===== config.mk =====
export PLATFORM = sky130hd
export DESIGN_NAME = pwm_multi
export DESIGN_NICKNAME = d
export VERILOG_FILES = /design/src/rtl/pwm_pkg.sv /design/src/rtl/pwm_channel.sv /design/src/rtl/pwm_multi.sv
export SDC_FILE = /design/constraint.sdc
export NUM_CORES = 1
export LEC_CHECK = 0
export ABC_CLOCK_PERIOD_IN_PS = 9400
export BUFFER_PORTS_ARGS = -buffer_cell sky130_fd_sc_hd__buf_2
export CORE_ASPECT_RATIO = 1.25
export CORE_MARGIN = 2
export CORE_UTILIZATION = 45
export CTS_BUF_LIST = sky130_fd_sc_hd__clkbuf_8 sky130_fd_sc_hd__clkbuf_16
export DETAILED_ROUTE_END_ITERATION = 10
export PLACE_DENSITY = 0.72
export RECOVER_POWER = 25
export SYNTH_ARGS = -nofsm -noshare
export SYNTH_HDL_FRONTEND = slang
export SYNTH_SLANG_ARGS = --single-unit

===== constraint.sdc =====
create_clock -name clock -period 9.4 [get_ports clock]
set_input_delay 1.88 -clock clock [delete_from_list [all_inputs] [get_ports clock]]
set_output_delay 1.88 -clock clock [all_outputs]
set_load 0.05 [all_outputs]

===== src/rtl/pwm_pkg.sv =====
// pwm_pkg: shared mode/direction encodings and duty-slice helper for the multi-channel PWM.
package pwm_pkg;
    localparam logic PWM_EDGE   = 1'b0;
    localparam logic PWM_CENTER = 1'b1;
    localparam int   PWM_MAX_CHANNELS = 16;
    typedef enum logic {DIR_UP = 1'b0, DIR_DOWN = 1'b1} pwm_dir_e;
    // LSB of channel ch inside a packed duty vector with w-bit slices
    function automatic int duty_lsb(input int ch, input int w);
        return ch * w;
    endfunction
endpackage


===== src/rtl/pwm_channel.sv =====
// pwm_channel: one PWM comparator with its active duty register and registered, polarity-adjusted output.
//   clock, reset        : clock and async active-low reset
//   enable              : 0 forces the output to its idle (invert) level
//   count               : shared period counter value being compared this cycle
//   shadow_duty         : buffered duty, copied to the active duty on transfer
//   transfer            : shadow-to-active strobe; the compare in this cycle already uses the new duty
//   invert              : live output polarity
//   pwm_out             : registered PWM output
module pwm_channel
    import pwm_pkg::*;
#(
    parameter int CNT_WIDTH = 16
) (
    input  logic                 clock,
    input  logic                 reset,
    input  logic                 enable,
    input  logic [CNT_WIDTH-1:0] count,
    input  logic [CNT_WIDTH-1:0] shadow_duty,
    input  logic                 transfer,
    input  logic                 invert,
    output logic                 pwm_out
);
    logic [CNT_WIDTH-1:0] duty_q, duty_d;
    logic                 out_q, out_d;

    always_comb begin
        duty_d = transfer ? shadow_duty : duty_q;
        out_d  = enable ? ((count < duty_d) ^ invert) : invert;
    end

    always_ff @(posedge clock or negedge reset) begin
        if (!reset) begin
            duty_q <= '0;
            out_q  <= 1'b0;
        end else begin
            duty_q <= duty_d;
            out_q  <= out_d;
        end
    end

    assign pwm_out = out_q;
endmodule


===== src/rtl/pwm_multi.sv =====
// pwm_multi: multi-channel PWM with a shared edge/center-aligned counter and boundary-synchronised double buffering.
//   clock, reset        : clock and async active-low reset
//   enable              : 1 runs the counter; 0 holds count at 0 and idles outputs
//   center_mode         : counting mode, taken into the active mode on transfer
//   period_in, duty_in  : new period and packed per-channel duties, captured by load
//   load                : single-cycle strobe into the shadow registers
//   invert              : per-channel live polarity
//   pwm_out             : registered PWM outputs
//   period_start        : registered pulse for the cycle comparing count 0
//   load_pending        : shadow holds values not yet applied
module pwm_multi
    import pwm_pkg::*;
#(
    parameter int          CHANNELS       = 4,
    parameter int          CNT_WIDTH      = 16,
    parameter int unsigned DEFAULT_PERIOD = 999
) (
    input  logic                          clock,
    input  logic                          reset,
    input  logic                          enable,
    input  logic                          center_mode,
    input  logic [CNT_WIDTH-1:0]          period_in,
    input  logic [CHANNELS*CNT_WIDTH-1:0] duty_in,
    input  logic                          load,
    input  logic [CHANNELS-1:0]           invert,
    output logic [CHANNELS-1:0]           pwm_out,
    output logic                          period_start,
    output logic                          load_pending
);
    localparam logic [CNT_WIDTH-1:0] ONE = 1;
    localparam logic [CNT_WIDTH-1:0] DEF = CNT_WIDTH'(DEFAULT_PERIOD);

    logic [CNT_WIDTH-1:0]          count_q, count_d, period_q, period_d, sh_period_q, sh_period_d;
    logic [CHANNELS*CNT_WIDTH-1:0] sh_duty_q, sh_duty_d;
    pwm_dir_e                      dir_q, dir_d;
    logic                          mode_q, mode_d, pending_q, pending_d, start_q, start_d;
    logic                          transfer;

    always_comb begin
        // While disabled every cycle may transfer; while running only the count==0 cycle can
        transfer    = pending_q && (!enable || count_q == '0);
        period_d    = transfer ? sh_period_q : period_q;
        mode_d      = transfer ? center_mode : mode_q;
        sh_period_d = load ? period_in : sh_period_q;
        sh_duty_d   = load ? duty_in : sh_duty_q;
        // A load in the transfer cycle lands after the transfer and stays pending
        pending_d   = load || (pending_q && !transfer);
        start_d     = enable && count_q == '0;
        count_d     = '0;
        dir_d       = DIR_UP;
        if (enable && period_d != '0) begin
            if (mode_d == PWM_EDGE) begin
                count_d = (count_q >= period_d) ? '0 : count_q + ONE;
            end else if (dir_q == DIR_UP) begin
                count_d = (count_q >= period_d) ? period_d - ONE : count_q + ONE;
                dir_d   = (count_q >= period_d && period_d > ONE) ? DIR_DOWN : DIR_UP;
            end else begin
                count_d = count_q - ONE;
                dir_d   = (count_q <= ONE) ? DIR_UP : DIR_DOWN;
            end
        end
    end

    always_ff @(posedge clock or negedge reset) begin
        if (!reset) begin
            count_q     <= '0;
            dir_q       <= DIR_UP;
            mode_q      <= PWM_EDGE;
            period_q    <= DEF;
            sh_period_q <= DEF;
            sh_duty_q   <= '0;
            pending_q   <= 1'b0;
            start_q     <= 1'b0;
        end else begin
            count_q     <= count_d;
            dir_q       <= dir_d;
            mode_q      <= mode_d;
            period_q    <= period_d;
            sh_period_q <= sh_period_d;
            sh_duty_q   <= sh_duty_d;
            pending_q   <= pending_d;
            start_q     <= start_d;
        end
    end

    for (genvar i = 0; i < CHANNELS; i++) begin : g_ch
        pwm_channel #(.CNT_WIDTH(CNT_WIDTH)) u_ch (
            .clock      (clock),
            .reset      (reset),
            .enable     (enable),
            .count      (count_q),
            .shadow_duty(sh_duty_q[duty_lsb(i, CNT_WIDTH) +: CNT_WIDTH]),
            .transfer   (transfer),
            .invert     (invert[i]),
            .pwm_out    (pwm_out[i])
        );
    end

    assign period_start = start_q;
    assign load_pending = pending_q;
endmodule

==> metrics.md <==
| Metric | Value |
|---|---|
| Final worst path period share | 66.1% |
| Share of cells above drive strength 1 | 25.8% |
| Critical path startpoint category | primary input |
| Initial DRT Pass Iterations | 7 |
| HP Class | flip-flop to flip-flop |
| Slowest CP cell | buf_4 |
| Final wirelength | 23.1 mm |
| IO Port Bufs | 94 |
| Slew @ Worst Pin | 1.06 ns |
| Area Growth Syn to Fin | 12.8% |
| WP data required | 9.73 ns |
| DR WL/cell | 18.3 um |
| # placed instances | 1,232 |
| RSZ-0062 raised after global routing | false |
| Drt initial violations | 403 |
| GRT Resource Usage Total | 21.1% |
| Bufs on Longest Clock Path | 2 |
| Area post-placement | 10,700 um^2 |
| FP Rows | 61 |
| Final setup viols | 0 |
| Synth top area share | 41.9% |
| Leakage power | 0.00569 uW |
| WP data arrival | 6.54 ns |
| Core Area | 22,100 um^2 |
| Post-CTS sizing | 0 |
| Worst clock skew | 0.0110 ns |
| Fmax | 161 MHz |
| Most common cell after layout, fill and taps aside | dfrtp_1 |
| Synth area leader | dfrtp_1 |
| Post-CTS setup buffers | 0 |
| DP HPWL | 16.2 mm |
| Antenna violations before repair | 0 |
| Reg2Reg Depth | 15 |
| Yosys warning count | 0 |
| CTS tree | built |
| Detail Route Antenna Nets | 0 |
| Remaining Overflow, GRT | 0 |
| Grt met2 use | 36.0% |
| Initial core utilization | 45.5% |
| Max-cap viol count | 0 |
| Antenna Cells | 0 |
| Synth Register Bits | 184 |
| H-tree depth | 4 |
| Status | completed |
| Crit path cell chain | clkbuf_1 > o41ai_4 > nand2_4 > buf_4 > mux2i_1 > inv_1 > ha_1 > nand2b_1 > a21oi_1 > o221ai_1 > nor2_2 > a2111oi_0 > a41o_1 |
| Synth cell types | 65 |
| Critical path fanouts, max | 52 |
| Worst setup EP type | flip-flop |
| First-pass GRT wire length | 38.1 mm |
| Cells after Synth | 892 |
| Reg2Reg Setup Slack | 3.24 ns |
| Finished Layout Cells | 1,263 |
| Total CTS buffers | 17 |
| Vias | 7,040 |
| Top_reg_cell synth | dfrtp_1 |
| Hold bufs inserted after CTS | 0 |
| Syn Nets | 1,059 |
| Most frequent cells in the layout | dfrtp_1, mux2_2, buf_2 |
| EDFF count, synth | 0 |
| PwrDens | 202 nW/um^2 |
| CTS clk-pin slew, worst paths | 0.07 ns |
| Mean Syn Cell Area | 11.2 um^2 |
| Placer Congestion | 0.910 |
| Die H | 171 um |
| Gr busiest metal | met2 |
| Largest net degree at the start of global routing | 118 |
| Worst-skew pair later-pin latency | 0.44 ns |
| Max stage delay on crit path | 0.75 ns |
| Grt met1 use | 25.8% |
| Worst vdd ir | 0.000125 V |
| Die ar. | 23,500 um^2 |
| Finished Cell Area | 11,300 um^2 |
| CTS root buf | clkbuf_16 |
| Met3 usage | 3.82% |
| Slew HR | 29.2% |
| I/O pin cnt | 95 |
| Via density | 5.57 |
| Vias in the first global route | 7,402 |
| Fillers | 1,932 |
| Mapped Area | 10,000 um^2 |
| Post-synthesis sequential area ratio | 46.1% |
| Hold Violations, Final | 0 |
| Slew Limit Fails | 0 |
| Async set-reset flop share out of synthesis | 100% |
| DRC viols | 0 |
| Setup TNS | 0 ns |
| Die width | 138 um |
| # nets final | 1,135 |
| Hold path depth | 2 |
| Period minus WS final | 6.22 ns |
| Critical path type | primary input to flip-flop |
| TritonCTS Sinks | 184 |
| Synth top area cells | dfrtp_1, mux2_2, ha_1 |
synth_stat cells (2+ instances only):
master	number
nor4b_1	3
xor2_1	11
o2111ai_1	5
a31oi_1	7
a21oi_1	26
nor3_1	14
nand2b_1	2
a21o_1	24
mux2_2	96
or2_2	2
or4_1	5
nand4b_1	2
o22ai_1	3
o21a_1	9
clkbuf_1	29
ha_1	78
o41ai_1	4
o31ai_1	4
buf_2	4
a2111oi_0	2
nor2_1	40
o21ai_0	20
buf_1	6
nor2b_1	2
and3_1	7
nor4_1	9
or3_1	5
o21ai_1	3
a211oi_1	11
nand3_1	18
mux2i_1	67
dfstp_2	16
a221oi_1	4
buf_4	5
o211a_1	2
dfrtp_1	168
nand4_1	18
inv_1	87
xnor2_1	24
nand2_1	25
power breakdown:
part	switching (uW)	total, uW	leakage [uW]	internal, uW
Combinational	319	551	0.00324	232
Clock	311	723	0.000283	411
Sequential	70.4	1010	0.00217	944
Total	700	2290	0.00569	1590
flip-flops by register name (all words and copies together), names as in the netlist:
signal	flops
dir_q	1
sh_duty_q	64
g_ch.u_ch.pwm_out	4
period_q	16
period_start	1
sh_period_q	16
g_ch.u_ch.duty_q	64
load_pending	1
count_q	16
mode_q	1
critical path, delay by kind of cell:
family	cells	cell delay, ns
adders and majority gates	1	0.27
buffers and inverters	3	1.18
AOI/OAI and AO/OA	5	1.42
muxes	1	0.32
and+or+nand+nor	3	1.40
layer usage:
layer,vias to the layer above,share of wire [%]
met3,50,4.2
met5,-,0
met2,182,50
li1,3332,-
met4,0,3.4
met1,3476,42
through the flow:
step	hold WS (ns)	setup WS (ns)	utilization [%]	power [uW]
4_1_cts	0.499	3.38	51.3	2310
3_5_place_dp	0.482	3.13	48.7	1580
3_3_place_gp	0.474	3.28	48.7	1560
5_1_grt	0.514	2.96	51.3	2420
2_1_floorplan	0.457	3.79	-	1410
6_report	0.491	3.18	51.3	2290
cells by family (layout without fill, tap and decap cells):
kind of cell,Yosys count,after routing,share of synthesized area (%)
mux,165,165,17.7
simple gates,162,162,8.69
flops,184,184,46.1
compound gates,137,137,9.59
buf+inv,131,219,5.14
fa+ha+maj,78,78,9.73
xor+xnor,35,35,3.05
path summary, 6_finish.rpt:
path / end / startpoint
worst max-delay path: count_q[1] / enable
worst min-delay path: g_ch[3].u_ch.duty_q[6] / g_ch[3].u_ch.duty_q[6]
worst max register to register: count_q[1] / count_q[1]
worst min register to register: g_ch[3].u_ch.duty_q[6] / g_ch[3].u_ch.duty_q[6]
max in group asynchronous: count_q[8] / reset
min in group asynchronous: sh_duty_q[29] / reset
layout make-up:
class,count,area [um^2],area share [%]
Timing Repair Buffer,101,531,4.69
Clock buffer,20,467,4.12
Multi-Input combinational cell,577,4890,43.2
Sequential cell,184,4620,40.8
Inverter,87,327,2.88
Tap cell,283,354,3.13
Clock inverter,11,124,1.09
Note: power is estimated with default switching activity, not from simulation.
